### config.mk
export PLATFORM = sky130hd
export DESIGN_NAME = rsv_station_flat
export DESIGN_NICKNAME = d
export VERILOG_FILES = /design/src/rtl/rsv_station_if.sv /design/src/rtl/rsv_station.sv /design/src/flat_wrapper.sv
export SDC_FILE = /design/constraint.sdc
export NUM_CORES = 2
export LEC_CHECK = 0
export ABC_AREA = 1
export CAP_MARGIN = 20
export CELL_PAD_IN_SITES_DETAIL_PLACEMENT = 0
export CELL_PAD_IN_SITES_GLOBAL_PLACEMENT = 1
export CORE_ASPECT_RATIO = 1.1
export CORE_MARGIN = 2
export CORE_UTILIZATION = 38
export DETAILED_ROUTE_END_ITERATION = 8
export PLACE_DENSITY_LB_ADDON = 0.05
export SYNTH_ARGS = -nofsm -noshare
export SYNTH_HDL_FRONTEND = slang
export SYNTH_SLANG_ARGS = --single-unit
### constraint.sdc
create_clock -name c_clock -period 2.4 [get_ports c_clock]
set_input_delay 0.48 -clock c_clock [delete_from_list [all_inputs] [get_ports c_clock]]
set_output_delay 0.48 -clock c_clock [all_outputs]
set_load 0.01 [all_outputs]
### src/rtl/rsv_station_if.sv
// Dispatch, broadcast and issue bus of the reservation station.
// master: dispatch source / broadcast driver / execution pipe side.
// slave : the reservation station itself.
interface rsv_station_if #(
    parameter int I_BL_MARC_REG = 6,
    parameter int D_BL_MARC_REG = 32,
    parameter int D_BL_MARC_IMM = 32,
    parameter int D_BL_MARC_OP  = 8
);
    // dispatch
    logic                     s_disp_valid;
    logic                     s_disp_ready;
    logic [I_BL_MARC_REG-1:0] i_preg_rd;
    logic [I_BL_MARC_REG-1:0] i_preg_r1;
    logic [I_BL_MARC_REG-1:0] i_preg_r2;
    logic                     s_preg_r1;
    logic                     s_preg_r2;
    logic [D_BL_MARC_REG-1:0] d_preg_r1;
    logic [D_BL_MARC_REG-1:0] d_preg_r2;
    logic [D_BL_MARC_IMM-1:0] d_imm;
    logic [D_BL_MARC_OP-1:0]  c_op;
    // result broadcast
    logic [I_BL_MARC_REG-1:0] i_preg_rb1;
    logic [D_BL_MARC_REG-1:0] d_preg_rb1;
    // issue
    logic                     s_iss_valid;
    logic                     s_iss_ready;
    logic [I_BL_MARC_REG-1:0] o_preg_rd;
    logic [D_BL_MARC_REG-1:0] o_d_r1;
    logic [D_BL_MARC_REG-1:0] o_d_r2;
    logic [D_BL_MARC_IMM-1:0] o_d_imm;
    logic [D_BL_MARC_OP-1:0]  o_c_op;

    modport master (
        output s_disp_valid, i_preg_rd, i_preg_r1, i_preg_r2, s_preg_r1, s_preg_r2,
               d_preg_r1, d_preg_r2, d_imm, c_op, i_preg_rb1, d_preg_rb1, s_iss_ready,
        input  s_disp_ready, s_iss_valid, o_preg_rd, o_d_r1, o_d_r2, o_d_imm, o_c_op
    );

    modport slave (
        input  s_disp_valid, i_preg_rd, i_preg_r1, i_preg_r2, s_preg_r1, s_preg_r2,
               d_preg_r1, d_preg_r2, d_imm, c_op, i_preg_rb1, d_preg_rb1, s_iss_ready,
        output s_disp_ready, s_iss_valid, o_preg_rd, o_d_r1, o_d_r2, o_d_imm, o_c_op
    );
endinterface

### src/rtl/rsv_station.sv
// Reservation station: compacting age-ordered queue (slot 0 oldest) that
// captures renamed micro-ops, wakes pending operands from the broadcast bus
// and issues the oldest fully-ready entry.
// Optional macro RSV_FWD_ISSUE_EN: a stored entry whose last pending operand
// is broadcast this cycle is selectable this cycle, with the broadcast data
// forwarded straight to the issue outputs.
module rsv_station #(
    parameter int ENTRIES       = 4,
    parameter int I_BL_MARC_REG = 6,
    parameter int D_BL_MARC_REG = 32,
    parameter int D_BL_MARC_IMM = 32,
    parameter int D_BL_MARC_OP  = 8
) (
    input  logic                           c_clock,
    input  logic                           c_reset,
    input  logic                           c_flush,
    input  logic                           c_pause,
    rsv_station_if.slave                   bus,
    output logic [$clog2(ENTRIES+1)-1:0]   s_count
);
    localparam int CW = $clog2(ENTRIES + 1);
    localparam int IW = $clog2(ENTRIES);

    typedef struct packed {
        logic                     v;
        logic                     rdy1;
        logic                     rdy2;
        logic [I_BL_MARC_REG-1:0] rd;
        logic [I_BL_MARC_REG-1:0] t1;
        logic [I_BL_MARC_REG-1:0] t2;
        logic [D_BL_MARC_REG-1:0] d1;
        logic [D_BL_MARC_REG-1:0] d2;
        logic [D_BL_MARC_IMM-1:0] imm;
        logic [D_BL_MARC_OP-1:0]  op;
    } entry_t;

    entry_t          slot [ENTRIES];   // registered entries
    entry_t          wk   [ENTRIES];   // entries after this cycle's wakeup
    entry_t          up   [ENTRIES];   // wk shifted down by one slot
    entry_t          nxt  [ENTRIES];   // next-state entries
    entry_t          new_e;
    logic [CW-1:0]   count;
    logic [CW-1:0]   wpos;
    logic [ENTRIES-1:0] ready;
    logic            found;
    logic [IW-1:0]   sel;
    logic            bcast;
    logic            do_disp;
    logic            do_issue;

    assign bcast   = (bus.i_preg_rb1 != '0);
    assign s_count = count;

    assign bus.s_disp_ready = (count < CW'(ENTRIES));
    assign bus.s_iss_valid  = found & ~c_pause & ~c_flush;

    assign do_issue = bus.s_iss_valid & bus.s_iss_ready;
    assign do_disp  = bus.s_disp_valid & bus.s_disp_ready & ~c_pause & ~c_flush;
    // a same-edge issue frees one slot below the tail
    assign wpos     = count - CW'(do_issue);

    // Operand wakeup from the broadcast bus for every valid stored entry
    always_comb begin
        for (int unsigned i = 0; i < ENTRIES; i++) begin
            wk[i] = slot[i];
            if (slot[i].v && !slot[i].rdy1 && bcast && slot[i].t1 == bus.i_preg_rb1) begin
                wk[i].rdy1 = 1'b1;
                wk[i].d1   = bus.d_preg_rb1;
            end
            if (slot[i].v && !slot[i].rdy2 && bcast && slot[i].t2 == bus.i_preg_rb1) begin
                wk[i].rdy2 = 1'b1;
                wk[i].d2   = bus.d_preg_rb1;
            end
        end
    end

    // Per-entry readiness for selection
    always_comb begin
        for (int unsigned i = 0; i < ENTRIES; i++) begin
`ifdef RSV_FWD_ISSUE_EN
            ready[i] = wk[i].v & wk[i].rdy1 & wk[i].rdy2;
`else
            ready[i] = slot[i].v & slot[i].rdy1 & slot[i].rdy2;
`endif
        end
    end

    // Oldest-ready select: lowest index wins
    always_comb begin
        found = 1'b0;
        sel   = '0;
        for (int unsigned i = 0; i < ENTRIES; i++) begin
            if (!found && ready[i]) begin
                found = 1'b1;
                sel   = IW'(i);
            end
        end
    end

    // Issue field mux, zero when nothing is selectable
    always_comb begin
        bus.o_preg_rd = '0;
        bus.o_d_r1    = '0;
        bus.o_d_r2    = '0;
        bus.o_d_imm   = '0;
        bus.o_c_op    = '0;
        if (found) begin
`ifdef RSV_FWD_ISSUE_EN
            bus.o_preg_rd = wk[sel].rd;
            bus.o_d_r1    = wk[sel].d1;
            bus.o_d_r2    = wk[sel].d2;
            bus.o_d_imm   = wk[sel].imm;
            bus.o_c_op    = wk[sel].op;
`else
            bus.o_preg_rd = slot[sel].rd;
            bus.o_d_r1    = slot[sel].d1;
            bus.o_d_r2    = slot[sel].d2;
            bus.o_d_imm   = slot[sel].imm;
            bus.o_c_op    = slot[sel].op;
`endif
        end
    end

    // Incoming entry, including same-cycle snoop of the broadcast
    always_comb begin
        new_e      = '0;
        new_e.v    = 1'b1;
        new_e.rd   = bus.i_preg_rd;
        new_e.t1   = bus.i_preg_r1;
        new_e.t2   = bus.i_preg_r2;
        new_e.d1   = bus.d_preg_r1;
        new_e.d2   = bus.d_preg_r2;
        new_e.imm  = bus.d_imm;
        new_e.op   = bus.c_op;
        new_e.rdy1 = bus.s_preg_r1 | (bus.i_preg_r1 == '0);
        new_e.rdy2 = bus.s_preg_r2 | (bus.i_preg_r2 == '0);
        if (!new_e.rdy1 && bcast && bus.i_preg_r1 == bus.i_preg_rb1) begin
            new_e.rdy1 = 1'b1;
            new_e.d1   = bus.d_preg_rb1;
        end
        if (!new_e.rdy2 && bcast && bus.i_preg_r2 == bus.i_preg_rb1) begin
            new_e.rdy2 = 1'b1;
            new_e.d2   = bus.d_preg_rb1;
        end
    end

    // Next queue contents: compaction uses the woken copies so that wakeups
    // of shifted entries are not lost, then the dispatch lands at the tail
    always_comb begin
        for (int unsigned i = 0; i < ENTRIES - 1; i++) begin
            up[i] = wk[i + 1];
        end
        up[ENTRIES-1] = '0;
        for (int unsigned i = 0; i < ENTRIES; i++) begin
            nxt[i] = (do_issue && IW'(i) >= sel) ? up[i] : wk[i];
            if (do_disp && CW'(i) == wpos) begin
                nxt[i] = new_e;
            end
        end
    end

    // Queue state and occupancy; flush clears everything and drops dispatch
    always_ff @(posedge c_clock or negedge c_reset) begin
        if (!c_reset) begin
            count <= '0;
            for (int unsigned i = 0; i < ENTRIES; i++) begin
                slot[i] <= '0;
            end
        end else if (c_flush) begin
            count <= '0;
            for (int unsigned i = 0; i < ENTRIES; i++) begin
                slot[i] <= '0;
            end
        end else begin
            count <= count + CW'(do_disp) - CW'(do_issue);
            for (int unsigned i = 0; i < ENTRIES; i++) begin
                slot[i] <= nxt[i];
            end
        end
    end
endmodule

### src/flat_wrapper.sv
// flat-port wrapper written by rule: the top's interface ports become plain ports
module rsv_station_flat 
#(
    parameter int ENTRIES       = 4,
    parameter int I_BL_MARC_REG = 6,
    parameter int D_BL_MARC_REG = 32,
    parameter int D_BL_MARC_IMM = 32,
    parameter int D_BL_MARC_OP  = 8
)
  (c_clock, c_reset, c_flush, c_pause, s_count, bus_s_disp_valid, bus_i_preg_rd, bus_i_preg_r1, bus_i_preg_r2, bus_s_preg_r1, bus_s_preg_r2, bus_d_preg_r1, bus_d_preg_r2, bus_d_imm, bus_c_op, bus_i_preg_rb1, bus_d_preg_rb1, bus_s_iss_ready, bus_s_disp_ready, bus_s_iss_valid, bus_o_preg_rd, bus_o_d_r1, bus_o_d_r2, bus_o_d_imm, bus_o_c_op);
  rsv_station_if #(.I_BL_MARC_REG(I_BL_MARC_REG), .D_BL_MARC_REG(D_BL_MARC_REG), .D_BL_MARC_IMM(D_BL_MARC_IMM), .D_BL_MARC_OP(D_BL_MARC_OP)) bus_i ();
  input  logic c_clock;
  input  logic c_reset;
  input  logic c_flush;
  input  logic c_pause;
  output logic [$clog2(ENTRIES+1)-1:0] s_count;
  input wire logic [$bits(bus_i.s_disp_valid)-1:0] bus_s_disp_valid;
  input wire logic [$bits(bus_i.i_preg_rd)-1:0] bus_i_preg_rd;
  input wire logic [$bits(bus_i.i_preg_r1)-1:0] bus_i_preg_r1;
  input wire logic [$bits(bus_i.i_preg_r2)-1:0] bus_i_preg_r2;
  input wire logic [$bits(bus_i.s_preg_r1)-1:0] bus_s_preg_r1;
  input wire logic [$bits(bus_i.s_preg_r2)-1:0] bus_s_preg_r2;
  input wire logic [$bits(bus_i.d_preg_r1)-1:0] bus_d_preg_r1;
  input wire logic [$bits(bus_i.d_preg_r2)-1:0] bus_d_preg_r2;
  input wire logic [$bits(bus_i.d_imm)-1:0] bus_d_imm;
  input wire logic [$bits(bus_i.c_op)-1:0] bus_c_op;
  input wire logic [$bits(bus_i.i_preg_rb1)-1:0] bus_i_preg_rb1;
  input wire logic [$bits(bus_i.d_preg_rb1)-1:0] bus_d_preg_rb1;
  input wire logic [$bits(bus_i.s_iss_ready)-1:0] bus_s_iss_ready;
  output wire logic [$bits(bus_i.s_disp_ready)-1:0] bus_s_disp_ready;
  output wire logic [$bits(bus_i.s_iss_valid)-1:0] bus_s_iss_valid;
  output wire logic [$bits(bus_i.o_preg_rd)-1:0] bus_o_preg_rd;
  output wire logic [$bits(bus_i.o_d_r1)-1:0] bus_o_d_r1;
  output wire logic [$bits(bus_i.o_d_r2)-1:0] bus_o_d_r2;
  output wire logic [$bits(bus_i.o_d_imm)-1:0] bus_o_d_imm;
  output wire logic [$bits(bus_i.o_c_op)-1:0] bus_o_c_op;
  assign bus_i.s_disp_valid = bus_s_disp_valid;
  assign bus_i.i_preg_rd = bus_i_preg_rd;
  assign bus_i.i_preg_r1 = bus_i_preg_r1;
  assign bus_i.i_preg_r2 = bus_i_preg_r2;
  assign bus_i.s_preg_r1 = bus_s_preg_r1;
  assign bus_i.s_preg_r2 = bus_s_preg_r2;
  assign bus_i.d_preg_r1 = bus_d_preg_r1;
  assign bus_i.d_preg_r2 = bus_d_preg_r2;
  assign bus_i.d_imm = bus_d_imm;
  assign bus_i.c_op = bus_c_op;
  assign bus_i.i_preg_rb1 = bus_i_preg_rb1;
  assign bus_i.d_preg_rb1 = bus_d_preg_rb1;
  assign bus_i.s_iss_ready = bus_s_iss_ready;
  assign bus_s_disp_ready = bus_i.s_disp_ready;
  assign bus_s_iss_valid = bus_i.s_iss_valid;
  assign bus_o_preg_rd = bus_i.o_preg_rd;
  assign bus_o_d_r1 = bus_i.o_d_r1;
  assign bus_o_d_r2 = bus_i.o_d_r2;
  assign bus_o_d_imm = bus_i.o_d_imm;
  assign bus_o_c_op = bus_i.o_c_op;
  rsv_station #(.ENTRIES(ENTRIES), .I_BL_MARC_REG(I_BL_MARC_REG), .D_BL_MARC_REG(D_BL_MARC_REG), .D_BL_MARC_IMM(D_BL_MARC_IMM), .D_BL_MARC_OP(D_BL_MARC_OP)) u_core (.c_clock(c_clock), .c_reset(c_reset), .c_flush(c_flush), .c_pause(c_pause), .bus(bus_i), .s_count(s_count));
endmodule
Yosys cells after proc, flatten, opt, wreduce, memory -nomap -nowiden
Cells that the tools add are included.
- register bits: 503
- input port bits: 168
- $add $sub $neg: 3
- $lt $le $gt $ge: 6
- equal/unequal tests: 13
- mux-type cells: 45
- bitwise logic cells: 19
- reduce and logical (&&, ||, !) cells: 62
- operators by type and width (operator ; count):
    125-bit two-way mux ; 8
    500-bit two-way mux ; 1
    32-bit two-way mux ; 13
    125-bit binary-select mux with 2-bit select ; 1
    122-bit two-way mux ; 2
    6-bit equality test ; 10
    1-bit logical AND ; 39
    1-bit two-way mux ; 15
    1-bit bitwise AND ; 14
    1-bit logical NOT ; 13
    6-bit logical NOT ; 2
    3-bit nonzero test ; 4
    8-bit two-way mux ; 1
    4-bit nonzero test ; 2
    2-bit by 3-bit equality test with 1-bit output, first input constant ; 2
    6-bit two-way mux ; 1
    6-bit nonzero test ; 1
    3-bit by 1-bit subtractor with 3-bit output ; 2
    1-bit by 2-bit >= comparator with 1-bit output, first input constant ; 2
    2-bit >= comparator, first input constant ; 2
    2-bit two-way mux ; 2
    3-bit by 1-bit adder with 3-bit output ; 1
    1-bit by 3-bit equality test with 1-bit output, first input constant ; 1
    3-bit >= comparator, second input constant ; 1
    other kinds (6) ; 8

Depth between registers and ports, before layout
- depth in word-level cells: 20
- depth in mapped cells: 19
- gate-level depth less buffers: 17

Worst setup path before layout
OpenSTA, ideal clock, no wires.
- path type: input-to-reg
- start point: in c_flush
- end point: reg u_core.slot[330] (netlist bit)
- arrival: 2.693 ns
- data required time: 2.287 ns
- slack: -0.406 ns
- stages: 17
- buffers on the path: 4
- cell sequence: buf_2 > inv_2 > nand2_2 > nor2_4 > nand2_2 > inv_1 > ha_1 > inv_1 > ha_1 > inv_1 > nand4_1 > buf_2 > buf_2 > buf_1 > nand3_1 > nand2_1 > inv_1
- word-level cells in the longest chain between the ends: 8
- ends and longest elaborated chain (element ; line ; text):
    from (decl) ; flat_wrapper.sv:14 ; input logic c_flush;
    1-bit inverter (*) ; rsv_station.sv:55 ; assign bus.s_iss_valid = found & ~c_pause & ~c_flush;
    1-bit bitwise AND (*) ; rsv_station.sv:55 ;
    net bus_s_iss_valid ; flat_wrapper.sv:31 ; output wire logic [$bits(bus_i.s_iss_valid)-1:0] bus_s_iss_valid;
    1-bit bitwise AND (*) ; rsv_station.sv:57 ; assign do_issue = bus.s_iss_valid & bus.s_iss_ready;
    3-bit by 1-bit subtractor with 3-bit output ; rsv_station.sv:60 ; assign wpos = count - CW'(do_issue);
    1-bit by 3-bit equality test with 1-bit output ; rsv_station.sv:156 ; if (do_disp && CW'(i) == wpos) begin
    1-bit logical AND ; rsv_station.sv:156 ;
    125-bit two-way mux (*) ; rsv_station.sv:156 ;
    500-bit two-way mux (*) ; rsv_station.sv:169 ; end else if (c_flush) begin
    to (signal, indexed assignment) ; rsv_station.sv:177 ; slot[i] <= nxt[i];
    to (decl) ; rsv_station.sv:37 ; entry_t slot [ENTRIES];
Mark *: on every way through the listed nets, which the timed path passes. The rest lies on a longest branch. The select of a mux whose other input is x is not followed.
A chain may end at the register's enable or synchronous reset.

Worst setup path after layout
- start point: reg u_core.slot[497] (netlist bit)
- end point: out bus_o_d_imm[24]
- word-level cells in the longest chain between the ends: 16
- ends and longest elaborated chain (element ; line ; text):
    1-bit bitwise AND (*) ; rsv_station.sv:83 ; ready[i] = slot[i].v & slot[i].rdy1 & slot[i].rdy2;
    1-bit two-way mux (*) ; rsv_station.sv:93 ; if (!found && ready[i]) begin
    1-bit logical NOT ; rsv_station.sv:93 ;
    1-bit logical AND ; rsv_station.sv:93 ;
    1-bit two-way mux ; rsv_station.sv:93 ;
    1-bit logical NOT ; rsv_station.sv:93 ;
    1-bit logical AND ; rsv_station.sv:93 ;
    1-bit two-way mux ; rsv_station.sv:93 ;
    1-bit logical NOT ; rsv_station.sv:93 ;
    1-bit logical AND ; rsv_station.sv:93 ;
    2-bit two-way mux ; rsv_station.sv:93 ;
    2-bit inverter with 3-bit output (not written as such) ; rsv_station.sv:118 ; bus.o_d_imm = slot[sel].imm;
    125-bit binary-select mux with 2-bit select ; rsv_station.sv:118 ;
    122-bit two-way mux (2 in series) ; n/a ;
    32-bit two-way mux (*) ; rsv_station.sv:107 ; if (found) begin
    to (decl) ; flat_wrapper.sv:35 ; output wire logic [$bits(bus_i.o_d_imm)-1:0] bus_o_d_imm;
Every way passes the cells marked *; elsewhere a longest branch is shown, timed or not. The select of a mux whose other input is x is not followed.

==> results.json <==
{
  "slew_violations": 0,
  "cts.path.max_buffers": 3,
  "rsz0062_at_grt": "yes",
  "overflow": 0,
  "cp.required_ns": 1.92,
  "netlist.area_leader.share_pct": 37.68,
  "dr.pass1.iters": 6,
  "port_buffers": 282,
  "critPathArrivalTime_ns": 2.71,
  "yosys.area_share.simple_pct": 30.66,
  "synth_fp_nets": 5349,
  "criticalPathCategory": "reg -> out",
  "clk_latency_ns": 0.64,
  "io_pins": 283,
  "drtIter0Drc": 3913,
  "rows": 114,
  "critPathTopFamily": "buffers and inverters",
  "grt_max_degree": 196,
  "status": "complete, but fails checks",
  "totalWireLength_mm": 170.5,
  "wl_met1_mm": 66.80,
  "critPathMaxStageDelay_ns": 0.37,
  "routed.top_layer": "met5",
  "synth_common_cells": "nand2_1 (1261), o21ai_0 (688), inv_1 (576), nand3_1 (547), dfrtp_1 (503)",
  "yosys.area_share.adder_pct": 0.2097,
  "maxCapViolCount": 0,
  "grt_pass1_vias": 37320,
  "synth_top_family_by_area": "simple AND/OR/NAND/NOR gates",
  "routedWlPerCell_microns": 24.66,
  "met3_length_mm": 14.16,
  "vdd_drop_max_mv": 0.5095,
  "grt.total_usage_pct": 35.17,
  "start_util_pct": 38.21,
  "synth_compound_area_share_pct": 19.22,
  "crit_slowest_cell": "dfrtp_1",
  "worst_hold_path_type": "in -> reg",
  "tightest_slew_ns": 1.199,
  "p_sw_share_pct": 29.81,
  "syn_to_final_growth_pct": 40.21,
  "synthArstFlopShare_pct": 100.0,
  "nets": 5875,
  "cts_tree": "yes",
  "combPwrFrac_pct": 15.5,
  "fin_ws_ns": -0.7919,
  "antenna_found_initial": 6,
  "synth_area_leaders": "dfrtp_1 (38%), nand2_1 (14%), o21ai_0 (10%)",
  "via_per_inst": 5.705,
  "drcViolationCount": 0,
  "violations": "setup timing",
  "synth_xor_area_share_pct": 0.3408,
  "fmax_mhz": 313.3,
  "syn_area_per_cell_sq_um": 6.454,
  "path_max_fanout": 9,
  "path_clk_slew_ns": 0.06,
  "synthesis.area_sq_um": 33410,
  "wl_met2_mm": 79.24,
  "power.internal_mw": 15.65,
  "setup_viol": 613,
  "clock_sinks": 503,
  "die_x_microns": 286.7,
  "drive_gt1_share_pct": 19.44,
  "cp-end-kind": "output pin",
  "startpoint_type": "register",
  "gp_congestion": 0.8769,
  "power.switching_mw": 6.647,
  "synth_mux_area_share_pct": 0,
  "grt_first_pass_wirelength_mm": 238.8,
  "seqPwrFrac_pct": 40.0,
  "synth_cell_types": 34,
  "synthCells": 5176,
  "yosysWarnings": 0,
  "cts-htree-levels": 3,
  "synth_top_area_cell": "dfrtp_1",
  "crit_path_cell_trace": "nand3_2 > nand2_2 > inv_2 > nand2_2 > inv_2 > nor2_4 > buf_12 > buf_4 > buf_16 > o21ai_0 > a21oi_1 > buf_4 > clkdlybuf4s15_2",
  "leakagePower_nw": 22.63,
  "core-area_sq_um": 87440,
  "synth_edf_count": 0,
  "hpwl_mm": 104.2,
  "numCtsBuffers": 66,
  "path_buf_inv": 7,
  "finalCritPeriodShare_pct": 133.0,
  "multi_input_area_sq_um": 18140,
  "final_hold_viol_count": 0,
  "synth.most_common_cell": "nand2_1",
  "dr_total_vias": 39430,
  "p_per_area_nw_per_um2": 476.1,
  "die-area_sq_um": 90300,
  "seq_area_sq_um": 12590,
  "min_period_ns": 3.192,
  "ys_ff_latch": 503,
  "whs_ns": 0.1828,
  "p_total_mw": 22.30,
  "nFillCells": 8670,
  "clkPwrFrac_pct": 44.5,
  "ys.flop_type": "dfrtp_1",
  "cts-root-buf": "clkbuf_16",
  "finalClockSkew_ns": 0.01861,
  "synth-seq-area-share_pct": 37.68,
  "relSlewSlack_pct": 20.07,
  "ant_nets": 0,
  "die_y_microns": 315.0
}
-- layout by cell type (no fill, tap or decap), types with 11 or more instances in the layout --
cell,n
nand2_1,1246
inv_1,567
nand3_1,531
dfrtp_1,503
o21ai_0,431
nor2_1,404
a21oi_1,303
buf_4,296
o21ai_1,202
clkdlybuf4s50_1,170
buf_12,164
o21ai_2,144
nand4_1,138
clkbuf_16,101
a21oi_2,91
buf_6,64
buf_2,62
o22ai_1,56
buf_16,25
clkbuf_1,24
nor2_2,23
buf_8,23
nand3_2,18
inv_2,16
o221ai_1,15
nor2_4,14
clkbuf_8,14
nand2_4,11
-- logic make-up after synthesis --
| group | after synthesis |
|---|---|
| flops | 503 |
| xor+xnor | 13 |
| compound gates | 1254 |
| buf+inv | 991 |
| simple gates | 2410 |
| fa+ha+maj | 5 |
-- layout make-up --
cell class / count / area share (%)
inverters: 592 / 4.902
multi-input cells: 3682 / 38.73
repair inverters: 2 / 0.03740
clock inverters: 12 / 0.2084
clock buffers: 105 / 4.183
flip-flops and latches: 503 / 26.87
well taps: 1160 / 3.099
repair buffers: 855 / 21.96
diodes: 1 / 0.005343
-- tightest hold or removal path: stages --
cell    delay, ns
buf_4        0.11
buf_4        0.13
nor2_1       0.04
-- per-layer routing --
metal / global-route usage, % / vias to the layer above
met5: 0 / -
li1: - / 18030
met2: 57.65 / 1953
met1: 43.80 / 18980
met3: 5.861 / 465
met4: 20.17 / 10
-- final timing paths --
| kind | cells past startpoint | endpoint | startpoint | slack [ns] |
|---|---|---|---|---|
| max in group asynchronous | 3 | u_core.slot[116] | c_reset | 1.23 |
| setup reg to reg | 21 | u_core.slot[182] | u_core.slot[497] | -0.61 |
| min in group asynchronous | 2 | u_core.slot[47] | c_reset | 0.34 |
| hold / removal | 3 | u_core.s_count[1] | c_flush | 0.18 |
| setup / recovery | 13 | bus_o_d_imm[24] | u_core.slot[497] | -0.79 |
| hold reg to reg | 2 | u_core.slot[460] | u_core.slot[460] | 0.48 |
-- metrics by stage --
step / std cells / setup slack (ns) / util [%] / cell area (sq um) / TNS, ns
after floorplan: 5176 / -0.06568 / - / 33670 / -3.114
after global placement: 6639 / -0.5825 / 46.89 / 41000 / -283.65
after detailed placement: 6639 / -0.6002 / 46.89 / 41000 / -289.02
after CTS: 6812 / -0.7966 / 50.38 / 44050 / -249.14
after global routing: 6912 / -0.8862 / 53.57 / 46840 / -364.13
final: 6912 / -0.7919 / 53.57 / 46840 / -287.94
-- state kept, by name, indices dropped and copies added (netlist names) --
register / cells
u_core.slot: 500
u_core.s_count: 3
-- power groups by stage --
stage	sequential (mW)	clock (mW)	combinational (mW)
6_report	8.91	9.92	3.46
5_1_grt	8.94	10.3	3.74
4_1_cts	8.90	10.0	3.25
3_5_place_dp	9.05	0	3.22
3_3_place_gp	9.05	0	3.21
2_1_floorplan	9.02	0	1.45
-- what timing repair did --
item / in CTS / in global routing
pin swaps: 68 / 142
setup endpoints to repair: 613 / 613
gates cloned: 17 / 49
hold buffers: 1 / 0
buffers inserted: 40 / 69
gates resized for setup: 609 / 483
endpoints found under the hold margin: 20 / 0
(Power assumes the default switching activity.)
